==> src/rtl/parking_sensor_emulator.sv <==
// Transmitter for the two-photosensor car-passage protocol: plays back the
// four-phase a/b pattern for enter/exit commands and tracks occupancy.
module parking_sensor_emulator #(
    parameter int CAP = 15,
    parameter int PHASE_W = 8,
    localparam int OCC_W = $clog2(CAP + 1)
) (
    input  logic               clk,
    input  logic               reset,
    input  logic               req_valid,
    input  logic               req_dir,
    output logic               req_ready,
    input  logic [PHASE_W-1:0] phase_len,
    input  logic               abort,
    output logic               a,
    output logic               b,
    output logic               busy,
    output logic               done,
    output logic               rej,
    output logic [OCC_W-1:0]   occupancy
);

    typedef enum logic [2:0] {IDLE, PH1, PH2, PH3, GAP} state_t;

    state_t             state, state_n;
    logic [PHASE_W-1:0] cnt, cnt_n;
    logic [PHASE_W-1:0] len, len_n;
    logic               dir, dir_n;
    logic               a_n, b_n, busy_n, done_n, rej_n;
    logic [OCC_W-1:0]   occ_n;
    logic [PHASE_W-1:0] len_eff;
    logic               last;

    assign len_eff   = (phase_len == '0) ? PHASE_W'(1) : phase_len;
    assign last      = (cnt == PHASE_W'(1));
    assign req_ready = (state == IDLE);

    always_comb begin
        state_n = state;
        cnt_n   = cnt;
        len_n   = len;
        dir_n   = dir;
        a_n     = a;
        b_n     = b;
        busy_n  = busy;
        done_n  = 1'b0;
        rej_n   = 1'b0;
        occ_n   = occupancy;
        case (state)
            IDLE: begin
                if (req_valid) begin
                    if ((!req_dir && occupancy == OCC_W'(CAP)) ||
                        ( req_dir && occupancy == '0)) begin
                        rej_n = 1'b1;
                    end else begin
                        state_n = PH1;
                        cnt_n   = len_eff;
                        len_n   = len_eff;
                        dir_n   = req_dir;
                        a_n     = ~req_dir;
                        b_n     = req_dir;
                        busy_n  = 1'b1;
                    end
                end
            end
            default: begin
                // abort wins over a phase advance landing in the same cycle
                if (abort) begin
                    state_n = IDLE;
                    a_n     = 1'b0;
                    b_n     = 1'b0;
                    busy_n  = 1'b0;
                end else if (!last) begin
                    cnt_n = cnt - PHASE_W'(1);
                end else begin
                    cnt_n = len;
                    case (state)
                        PH1: begin
                            state_n = PH2;
                            a_n     = 1'b1;
                            b_n     = 1'b1;
                        end
                        PH2: begin
                            state_n = PH3;
                            a_n     = dir;
                            b_n     = ~dir;
                        end
                        PH3: begin
                            state_n = GAP;
                            a_n     = 1'b0;
                            b_n     = 1'b0;
                        end
                        default: begin
                            state_n = IDLE;
                            busy_n  = 1'b0;
                            done_n  = 1'b1;
                            occ_n   = dir ? occupancy - OCC_W'(1)
                                          : occupancy + OCC_W'(1);
                        end
                    endcase
                end
            end
        endcase
    end

    always_ff @(posedge clk or posedge reset) begin
        if (reset) begin
            state     <= IDLE;
            cnt       <= '0;
            len       <= '0;
            dir       <= 1'b0;
            a         <= 1'b0;
            b         <= 1'b0;
            busy      <= 1'b0;
            done      <= 1'b0;
            rej       <= 1'b0;
            occupancy <= '0;
        end else begin
            state     <= state_n;
            cnt       <= cnt_n;
            len       <= len_n;
            dir       <= dir_n;
            a         <= a_n;
            b         <= b_n;
            busy      <= busy_n;
            done      <= done_n;
            rej       <= rej_n;
            occupancy <= occ_n;
        end
    end

endmodule

==> config.mk <==
export PLATFORM = sky130hd
export DESIGN_NAME = parking_sensor_emulator
export DESIGN_NICKNAME = d
export VERILOG_FILES = /design/src/rtl/parking_sensor_emulator.sv
export SDC_FILE = /design/constraint.sdc
export NUM_CORES = 1
export LEC_CHECK = 0
export CORE_ASPECT_RATIO = 0.7
export CORE_MARGIN = 2
export CORE_UTILIZATION = 45
export DETAILED_ROUTE_END_ITERATION = 8
export PLACE_DENSITY = 0.67
export SYNTH_ARGS = -nofsm -noshare
export SYNTH_HDL_FRONTEND = slang
export SYNTH_SLANG_ARGS = --single-unit
==> constraint.sdc <==
create_clock -name clk -period 3.21 [get_ports clk]
set_input_delay 0.642 -clock clk [delete_from_list [all_inputs] [get_ports clk]]
set_output_delay 0.642 -clock clk [all_outputs]
set_load 0.01 [all_outputs]
==> metrics.txt, run 1 <==
# TYPE chip_impl_metric gauge
chip_impl_info{name="mostFrequentLayoutCells",value="sky130_fd_sc_hd__dfrtp_1 (29), sky130_fd_sc_hd__clkdlybuf4s50_1 (22), sky130_fd_sc_hd__nor2_1 (14)"} 1
chip_impl_metric{name="number_of_global_route_vias_before_repair",unit=""} 1291
chip_impl_metric{name="ioPinCount",unit=""} 23
chip_impl_metric{name="timing.critical_path.arrival",unit="ps"} 2620
chip_impl_metric{name="route.detailed.drc",unit=""} 0
chip_impl_metric{name="grtUsageMet2",unit=""} 0.248
chip_impl_info{name="grt_setup_unrepaired",value="no"} 1
chip_impl_info{name="layout_commonest_cell",value="sky130_fd_sc_hd__dfrtp_1"} 1
chip_impl_metric{name="area_delta_synth_final",unit="%"} 18.0
chip_impl_metric{name="final_layout_size_suffix_gt1_frac",unit=""} 0.188
chip_impl_metric{name="tritoncts.num_buffers",unit=""} 5
chip_impl_metric{name="core_area",unit="mm2"} 0.00387
chip_impl_metric{name="cp_slowest_stage_delay",unit="ps"} 540
chip_impl_info{name="criticalPathCategory",value="input port to flip-flop"} 1
chip_impl_metric{name="die_x",unit="um"} 79.6
chip_impl_metric{name="pin_count_of_the_biggest_net_entering_global_routing",unit=""} 30
chip_impl_metric{name="number_of_clock_sinks",unit=""} 29
chip_impl_metric{name="final_worst_path_period_share",unit=""} 0.764
chip_impl_metric{name="netlist_area_before_placement",unit="mm2"} 0.00180
chip_impl_info{name="grt_busiest_layer",value="met1"} 1
chip_impl_metric{name="insertedDiodeCount",unit=""} 0
chip_impl_metric{name="numPortBuffers",unit=""} 22
chip_impl_metric{name="cts_resized",unit=""} 0
chip_impl_metric{name="drt_iter0_drc",unit=""} 65
chip_impl_metric{name="stdcell_count",unit=""} 243
chip_impl_metric{name="fmax",unit="MHz"} 408
chip_impl_metric{name="synth_cell_type_count",unit=""} 53
chip_impl_info{name="dominant_delay_contributor_by_cell_family_on_the_critical_path",value="multiplexers"} 1
chip_impl_metric{name="route.vias.total",unit=""} 1366
chip_impl_metric{name="final_number_of_setup_violating_endpoints",unit=""} 0
chip_impl_metric{name="wire_length_of_the_first_global_routing_pass",unit="um"} 6590
chip_impl_metric{name="use_met1",unit=""} 0.310
chip_impl_info{name="synth-main-ff-cell",value="sky130_fd_sc_hd__dfrtp_1"} 1
chip_impl_metric{name="cts.reportedPaths.clkPinSlew",unit="ps"} 60
chip_impl_metric{name="cts_max_level",unit=""} 2
chip_impl_metric{name="postCtsSetupBuffers",unit=""} 0
chip_impl_metric{name="grt_overflow",unit=""} 0
chip_impl_metric{name="final_hold_slack",unit="ps"} 486
chip_impl_info{name="outcome",value="completed"} 1
chip_impl_metric{name="ant_nets",unit=""} 0
chip_impl_metric{name="die_outline_area",unit="mm2"} 0.00453
chip_impl_metric{name="core.rowCount",unit=""} 19
chip_impl_metric{name="asyncSetResetFlopFracSynth",unit=""} 1.00
chip_impl_metric{name="finalNetCount",unit=""} 209
chip_impl_metric{name="synth_enable_flop_cells",unit=""} 0
chip_impl_metric{name="cts.path.max_buffers",unit=""} 2
chip_impl_metric{name="synth_fp_nets",unit=""} 185
chip_impl_metric{name="finalSetupTns",unit="ps"} 0
chip_impl_metric{name="worst_ep_required_time",unit="ps"} 3380
chip_impl_info{name="worst_path_max_delay_cell",value="sky130_fd_sc_hd__clkdlybuf4s50_1"} 1
chip_impl_metric{name="chipHeight",unit="um"} 56.9
chip_impl_info{name="cp-start-kind",value="input port"} 1
chip_impl_metric{name="synth_cells",unit=""} 167
chip_impl_metric{name="antenna_found_initial",unit=""} 0
chip_impl_metric{name="timing.final.max_slew_violations",unit=""} 0
chip_impl_metric{name="place.gp.congestion",unit=""} 0.797
chip_impl_metric{name="fin_crit",unit="ps"} 2450
chip_impl_metric{name="postLayoutCoreUtil",unit=""} 0.548
chip_impl_metric{name="fill_cells",unit=""} 346
chip_impl_metric{name="ys.warnings.count",unit=""} 0
chip_impl_metric{name="fin_total_pwr",unit="W"} 0.00147
chip_impl_metric{name="cts_hold_repair.buffers",unit=""} 0
chip_impl_metric{name="drv.max_cap_violation_count",unit=""} 0
chip_impl_metric{name="vdd_drop_max",unit="uV"} 338
chip_impl_metric{name="finalHoldViolCount",unit=""} 0
chip_impl_metric{name="p_leak",unit="nW"} 0.892
chip_impl_metric{name="first_pass_iters",unit=""} 4
chip_impl_info{name="crit_chain",value="clkdlybuf4s50_1 -> and4b_1 -> mux2i_2 -> nand3_4 -> a21boi_2 -> mux2_2"} 1
chip_impl_metric{name="initial_utilization",unit=""} 0.465
chip_impl_metric{name="setup_skew_after_layout",unit="ps"} 6.60
chip_impl_metric{name="wl",unit="um"} 3910
chip_impl_metric{name="syn_area_per_cell",unit="um2"} 10.8
chip_impl_metric{name="power_per_unit_of_standard_cell_area",unit="mW/mm2"} 693
chip_impl_metric{name="yosys_register_bits",unit=""} 29
chip_impl_metric{name="globalRouteMet3Util",unit=""} 0.0498
chip_impl_metric{name="worstSkewPairLatency",unit="ps"} 280
chip_impl_info{name="hold_class",value="flip-flop to flip-flop"} 1
chip_impl_metric{name="max-slew-margin-rel",unit=""} 0.669
chip_impl_metric{name="place.detailed.hpwl",unit="um"} 2710
chip_impl_info{name="cts_tree",value="yes"} 1
chip_impl_metric{name="grtUsageTotal",unit=""} 0.195
chip_impl_metric{name="place.detailed.instances",unit=""} 236
chip_impl_metric{name="detail_route.vias_per_cell",unit=""} 5.62
chip_impl_info{name="worstSetupEndpointType",value="flip-flop"} 1
chip_impl_metric{name="path_max_fanout",unit=""} 13
chip_impl_info{name="clock_tree.root_cell",value="sky130_fd_sc_hd__clkbuf_8"} 1
chip_impl_metric{name="worst_tran_pin_value",unit="ps"} 495
chip_impl_metric{name="wl_per_cell",unit="um"} 16.1
chip_impl_metric{name="synth_seq_area_share",unit=""} 0.403
chip_impl_metric{name="timing.critical_path.buf_inv",unit=""} 1
synth_stat cells, types with 2 or more instances:
cell type                  number  area [um2]
sky130_fd_sc_hd__nand2b_1       2        12.5
sky130_fd_sc_hd__o21ai_0        9        45.0
sky130_fd_sc_hd__nor3_4         2        32.5
sky130_fd_sc_hd__buf_2          2        10.0
sky130_fd_sc_hd__a31oi_1        4        25.0
sky130_fd_sc_hd__a21o_1         4        30.0
sky130_fd_sc_hd__mux2_2         5        56.3
sky130_fd_sc_hd__dfrtp_1       29         726
sky130_fd_sc_hd__buf_6          4        45.0
sky130_fd_sc_hd__nor2b_1        3        18.8
sky130_fd_sc_hd__nor2_1        14        52.6
sky130_fd_sc_hd__mux2_4         8         120
sky130_fd_sc_hd__a211o_1        2        17.5
sky130_fd_sc_hd__xnor2_1        5        43.8
sky130_fd_sc_hd__mux2i_1        4        40.0
sky130_fd_sc_hd__ha_1           4        50.1
sky130_fd_sc_hd__nand2_1       12        45.0
sky130_fd_sc_hd__o21ai_1        2        10.0
sky130_fd_sc_hd__a21oi_1        8        40.0
sky130_fd_sc_hd__inv_1          7        26.3
sky130_fd_sc_hd__nor3_1         5        25.0
final timing paths:
kind / from / to / slack (ps) / cells past startpoint
max: req_dir / b / 760 / 6
min reg2reg: busy / busy / 490 / 2
min: busy / busy / 490 / 2
min in group asynchronous: reset / a / 730 / 3
max in group asynchronous: reset / len[4] / 2200 / 3
max reg2reg: cnt[0] / b / 930 / 6
stage by stage:
stage | worst slack (ps) | cell area (um2)
after floorplan | 1360 | 1800
after global placement | 529 | 2040
after detailed placement | 449 | 2040
after CTS | 746 | 2120
after global routing | 661 | 2120
final | 757 | 2120
per-layer routing:
layer,part of all wire,routed length (um),vias to the layer above
met1,0.54,2120,666
li1,-,-,655
met3,0.050,195,8
met4,0.015,59,0
met2,0.39,1530,37
met5,0,0,-
logic make-up (layout without fill, tap and decap cells):
family | count (synthesis) | in the layout | synth area share
flip-flops | 29 | 29 | 0.403
AND/OR/NAND/NOR | 51 | 51 | 0.183
buffers and inverters | 14 | 38 | 0.0493
multiplexers | 18 | 18 | 0.128
adder cells (fa/ha/maj) | 5 | 5 | 0.0389
XOR/XNOR | 5 | 5 | 0.0243
AO/OA/AOI/OAI | 45 | 45 | 0.173
power by group:
part,switching [W],internal (W)
sequential,0.000152,0.000471
combinational,0.000258,0.000290
clock,0.000132,0.000170
total,0.000541,0.000931
sequential cells by signal (all words and copies together), names as in the netlist:
register and count:
cnt 8, len 8, occupancy 4, state 3
a 1, b 1, busy 1, dir 1
done 1, rej 1
layout make-up:
| type | count | area [um2] | area share |
|---|---|---|---|
| multi-input combinational | 124 | 986 | 0.464 |
| inverter | 7 | 26.3 | 0.0124 |
| timing repair buffer | 24 | 235 | 0.111 |
| tap | 52 | 65.1 | 0.0306 |
| sequential | 29 | 726 | 0.342 |
| clock buffer | 7 | 86.3 | 0.0406 |
worst register-to-register path: cells and delay by family (launching register included):
kind | cells | cell delay (ps)
and+or+nand+nor | 2 | 590
muxes | 1 | 350
DFF | 1 | 520
adders and majority gates | 1 | 260
AOI/OAI and AO/OA | 2 | 460
Note: power is estimated with default switching activity, not from simulation.
==> inputs of run 2 (changes only) <==
- clock period: 3.21 -> 2.5 ns (I/O delays scaled with it)
==> metrics.txt, run 2 (synthesized netlist as in run 1, its figures left out) <==
# TYPE chip_impl_metric gauge
chip_impl_metric{name="grtUsageMet2",unit=""} 0.265
chip_impl_metric{name="worst_ep_required_time",unit="ps"} 2000
chip_impl_metric{name="use_met1",unit=""} 0.308
chip_impl_metric{name="cts.path.max_buffers",unit=""} 2
chip_impl_metric{name="power_per_unit_of_standard_cell_area",unit="mW/mm2"} 874
chip_impl_metric{name="core.rowCount",unit=""} 19
chip_impl_metric{name="cts_max_level",unit=""} 2
chip_impl_metric{name="pin_count_of_the_biggest_net_entering_global_routing",unit=""} 30
chip_impl_metric{name="number_of_global_route_vias_before_repair",unit=""} 1335
chip_impl_metric{name="tritoncts.num_buffers",unit=""} 5
chip_impl_metric{name="finalNetCount",unit=""} 214
chip_impl_metric{name="postCtsSetupBuffers",unit=""} 0
chip_impl_metric{name="globalRouteMet3Util",unit=""} 0.0547
chip_impl_info{name="criticalPathCategory",value="flip-flop to output pin"} 1
chip_impl_metric{name="fin_crit",unit="ps"} 2140
chip_impl_metric{name="core_area",unit="mm2"} 0.00387
chip_impl_metric{name="wl",unit="um"} 3950
chip_impl_info{name="grt_busiest_layer",value="met1"} 1
chip_impl_info{name="hold_class",value="flip-flop to flip-flop"} 1
chip_impl_metric{name="grt_overflow",unit=""} 0
chip_impl_metric{name="vdd_drop_max",unit="uV"} 368
chip_impl_metric{name="insertedDiodeCount",unit=""} 0
chip_impl_metric{name="p_leak",unit="nW"} 0.915
chip_impl_metric{name="place.gp.congestion",unit=""} 0.825
chip_impl_metric{name="worstSkewPairLatency",unit="ps"} 280
chip_impl_metric{name="wl_per_cell",unit="um"} 15.9
chip_impl_metric{name="stdcell_count",unit=""} 248
chip_impl_metric{name="die_x",unit="um"} 79.6
chip_impl_metric{name="number_of_clock_sinks",unit=""} 29
chip_impl_metric{name="wire_length_of_the_first_global_routing_pass",unit="um"} 6820
chip_impl_metric{name="finalHoldViolCount",unit=""} 0
chip_impl_metric{name="final_number_of_setup_violating_endpoints",unit=""} 0
chip_impl_info{name="outcome",value="completed"} 1
chip_impl_metric{name="area_delta_synth_final",unit="%"} 20.1
chip_impl_info{name="grt_setup_unrepaired",value="no"} 1
chip_impl_metric{name="cts.reportedPaths.clkPinSlew",unit="ps"} 60
chip_impl_metric{name="timing.final.max_slew_violations",unit=""} 0
chip_impl_metric{name="final_worst_path_period_share",unit=""} 0.855
chip_impl_metric{name="final_design_area_no_fill",unit="mm2"} 0.00216
chip_impl_metric{name="finalSetupTns",unit="ps"} 0
chip_impl_metric{name="route.detailed.drc",unit=""} 0
chip_impl_info{name="cp-start-kind",value="flip-flop"} 1
chip_impl_info{name="clock_tree.root_cell",value="sky130_fd_sc_hd__clkbuf_8"} 1
chip_impl_metric{name="max-slew-margin-rel",unit=""} 0.671
chip_impl_metric{name="worst_tran_pin_value",unit="ps"} 492
chip_impl_metric{name="drv.max_cap_violation_count",unit=""} 0
chip_impl_metric{name="setup_skew_after_layout",unit="ps"} 5.32
chip_impl_metric{name="cts_hold_repair.buffers",unit=""} 0
chip_impl_metric{name="detail_route.vias_per_cell",unit=""} 5.56
chip_impl_metric{name="place_area",unit="mm2"} 0.00208
chip_impl_info{name="mostFrequentLayoutCells",value="sky130_fd_sc_hd__dfrtp_1 (29), sky130_fd_sc_hd__clkdlybuf4s50_1 (22), sky130_fd_sc_hd__nor2_1 (14)"} 1
chip_impl_metric{name="multi_input_logic_area",unit="um2"} 986
chip_impl_metric{name="timing.critical_path.arrival",unit="ps"} 1640
chip_impl_info{name="reg_top3",value="cnt (8), len (8), occupancy (4)"} 1
chip_impl_info{name="worstSetupEndpointType",value="output pin"} 1
chip_impl_metric{name="fmax",unit="MHz"} 468
chip_impl_metric{name="path_max_fanout",unit=""} 10
chip_impl_metric{name="route.vias.total",unit=""} 1379
chip_impl_metric{name="initial_utilization",unit=""} 0.465
chip_impl_metric{name="chipHeight",unit="um"} 56.9
chip_impl_metric{name="ant_nets",unit=""} 0
chip_impl_info{name="cts_tree",value="yes"} 1
chip_impl_metric{name="first_pass_iters",unit=""} 4
chip_impl_metric{name="cts_resized",unit=""} 0
chip_impl_info{name="layout_commonest_cell",value="sky130_fd_sc_hd__dfrtp_1"} 1
chip_impl_metric{name="register_area",unit="um2"} 726
chip_impl_metric{name="numPortBuffers",unit=""} 22
chip_impl_metric{name="drt_iter0_drc",unit=""} 123
chip_impl_metric{name="die_outline_area",unit="mm2"} 0.00453
chip_impl_metric{name="place.detailed.hpwl",unit="um"} 2840
chip_impl_metric{name="dp_worst_setup_slack",unit="ps"} 135
chip_impl_metric{name="final_layout_size_suffix_gt1_frac",unit=""} 0.209
chip_impl_metric{name="grtUsageTotal",unit=""} 0.201
chip_impl_metric{name="antenna_found_initial",unit=""} 0
chip_impl_metric{name="postLayoutCoreUtil",unit=""} 0.558
chip_impl_metric{name="place.detailed.instances",unit=""} 241
chip_impl_metric{name="fill_cells",unit=""} 335
chip_impl_metric{name="ioPinCount",unit=""} 23
chip_impl_metric{name="final_critical_path_setup_slack",unit="ps"} 364
run 2: layer usage:
metal / share of wire / vias to the layer above
li1: - / 667
met3: 0.052 / 5
met1: 0.51 / 661
met5: 0 / -
met2: 0.43 / 46
met4: 0.013 / 0
run 2: worst max-delay path: stages, from the launching register on:
cell and delay (ps):
sky130_fd_sc_hd__dfrtp_1 520, sky130_fd_sc_hd__nor3_4 260, sky130_fd_sc_hd__clkdlybuf4s50_1 570
run 2: final timing paths:
path                       cells after the start            to  slack [ps]      from
setup reg to reg                               6        cnt[2]         470  state[2]
max in group asynchronous                      3        cnt[3]        1620     reset
hold / removal                                 2          busy         480      busy
setup / recovery                               2     req_ready         360  state[2]
hold reg to reg                                2          busy         480      busy
min in group asynchronous                      3  occupancy[3]         600     reset
run 2: per-stage QoR:
step	power (W)	hold slack, ps
2_1_floorplan	0.00130	480
3_3_place_gp	0.00148	460
3_5_place_dp	0.00150	473
4_1_cts	0.00190	487
5_1_grt	0.00202	507
6_report	0.00189	478
run 2: final cells by class:
| cell class | count | share of cell area |
|---|---|---|
| multi-input combinational | 124 | 0.456 |
| sequential | 29 | 0.336 |
| timing repair buffer | 29 | 0.126 |
| clock buffer | 7 | 0.0399 |
| tap | 52 | 0.0301 |
| inverter | 7 | 0.0122 |
run 2: power by group:
group | switching [W] | leakage [nW] | internal [W] | total [W]
Sequential | 0.000190 | 0.353 | 0.000606 | 0.000796
Clock | 0.000171 | 0.0443 | 0.000218 | 0.000389
Combinational | 0.000323 | 0.517 | 0.000382 | 0.000705
==> RTL edit, RTL diff (config.mk and constraints of run 2) <==
The parameter `PHASE_W` goes from 8 to 6.
--- a/src/rtl/parking_sensor_emulator.sv
+++ b/src/rtl/parking_sensor_emulator.sv
@@ -2,7 +2,7 @@
 // four-phase a/b pattern for enter/exit commands and tracks occupancy.
 module parking_sensor_emulator #(
     parameter int CAP = 15,
-    parameter int PHASE_W = 8,
+    parameter int PHASE_W = 6,
     localparam int OCC_W = $clog2(CAP + 1)
 ) (
     input  logic               clk,
Ports: changed (resized phase_len); port bits go from 23 to 21. No check against the original RTL was run, so the function may have changed too.
==> RTL edit against run 2 <==
- largest power group unchanged
- count of clock-buffer cells in the layout down 4
- die area down 14%
- critical path type unchanged
- setup slack worse by 0.18 ns
- clock power shrank 37%
- power decreased by 20%
- routed wire length is 9.3% lower
- cell area fell by 14%
- area after synthesis decreased by 15%
- non-clock buffer count is the same
- global-route usage up 0.44 points
- final cell count shrank 11%
- combinational power shrank 12%
- utilization is 2.3 points higher
- sequential cell count is 4 lower
==> RTL edit: results (changes against run 2) <==
- The first-pass GRT wire length is 5.899 mm (was 6.817 mm).
- The met2 global-route usage is 28.57% (was 26.53%).
- The worst max-slew margin expressed relative to the limit is 71.02% (was 67.12%).
- Outcome: finished clean (unchanged).
- The average wire length per cell after detail routing was 16.22 microns (was 15.94 microns).
- The count of multi-input gates is 116 (was 124).
- The via count of the first global-routing pass is 1168 (was 1335).
- The area used by sequential logic in the layout is 625.6 sq um (was 725.7 sq um).
- The number of buffers created by CTS was 3 (was 5).
- The count of cell types in the netlist is 46 (was 53).
- The routed length on met1 is 1.726 mm (was 2.012 mm).
- The reg-to-reg critical path endpoint is a$_DFFE_PP0P_ (was cnt[2]$_DFFE_PP0P_).
- The startpoint of the lowest-slack register-to-register path is cnt[0]$_DFFE_PP0P_ (was state[2]$_DFFE_PP0P_).
- The sequential cell area fraction in the yosys report is 41.05% (was 40.31%).
- The number of sequential cells was 25 (was 29).
- The leakage dissipation was 0.7880 nW (was 0.9148 nW).
- The multi-input combinational area share was 44.94% (was 45.60%).
- The post-layout net count is 200 (was 214).
- The number of cells on the worst hold path is 1 (was 2).
- The peak ir drop on the vdd network was 0.2989 mV (was 0.3678 mV).
- The pin count of the biggest net entering global routing was 26 (was 30).
- The biggest cell delay along the critical path is 0.62 ns (was 0.57 ns).
- The sequential group power is 0.641 mW (was 0.796 mW).
- The met2 wire length is 1.586 mm (was 1.685 mm).
- The worst min-delay path endpoint was len[4]$_DFFE_PP0P_ (was busy$_DFFE_PP0P_).
- The placement-stage worst setup slack came to 0.02944 ns (was 0.1353 ns).
## RTL edit: changes by cell type in the layout (fill, tap and decap cells not counted), moves of 3 or more
cell,before,now
a31oi_1,4,1
mux2_2,5,12
nand3_1,0,5
o21ai_0,9,5
mux2_4,8,0
clkbuf_8,6,3
xor2_1,0,3
or3_1,0,5
nor2_1,14,10
o31ai_1,1,4
xnor2_1,5,2
dfrtp_1,29,25
a221oi_1,0,4
## RTL edit: stage by stage
| stage | cell area (sq um) | instances |
|---|---|---|
| finish | 1854 | 221 |
| global route | 1854 | 221 |
| CTS | 1854 | 221 |
| detailed placement | 1808 | 217 |
| global placement | 1808 | 217 |
| floorplan | 1524 | 158 |
## RTL edit: logic make-up after synthesis
family | after synthesis | synth area share [%]
multiplexers | 14 | 10.18
adder cells (fa/ha/maj) | 5 | 4.598
AND/OR/NAND/NOR | 55 | 19.71
XOR/XNOR | 5 | 2.874
buffers and inverters | 17 | 4.269
AO/OA/AOI/OAI | 37 | 17.32
flip-flops | 25 | 41.05
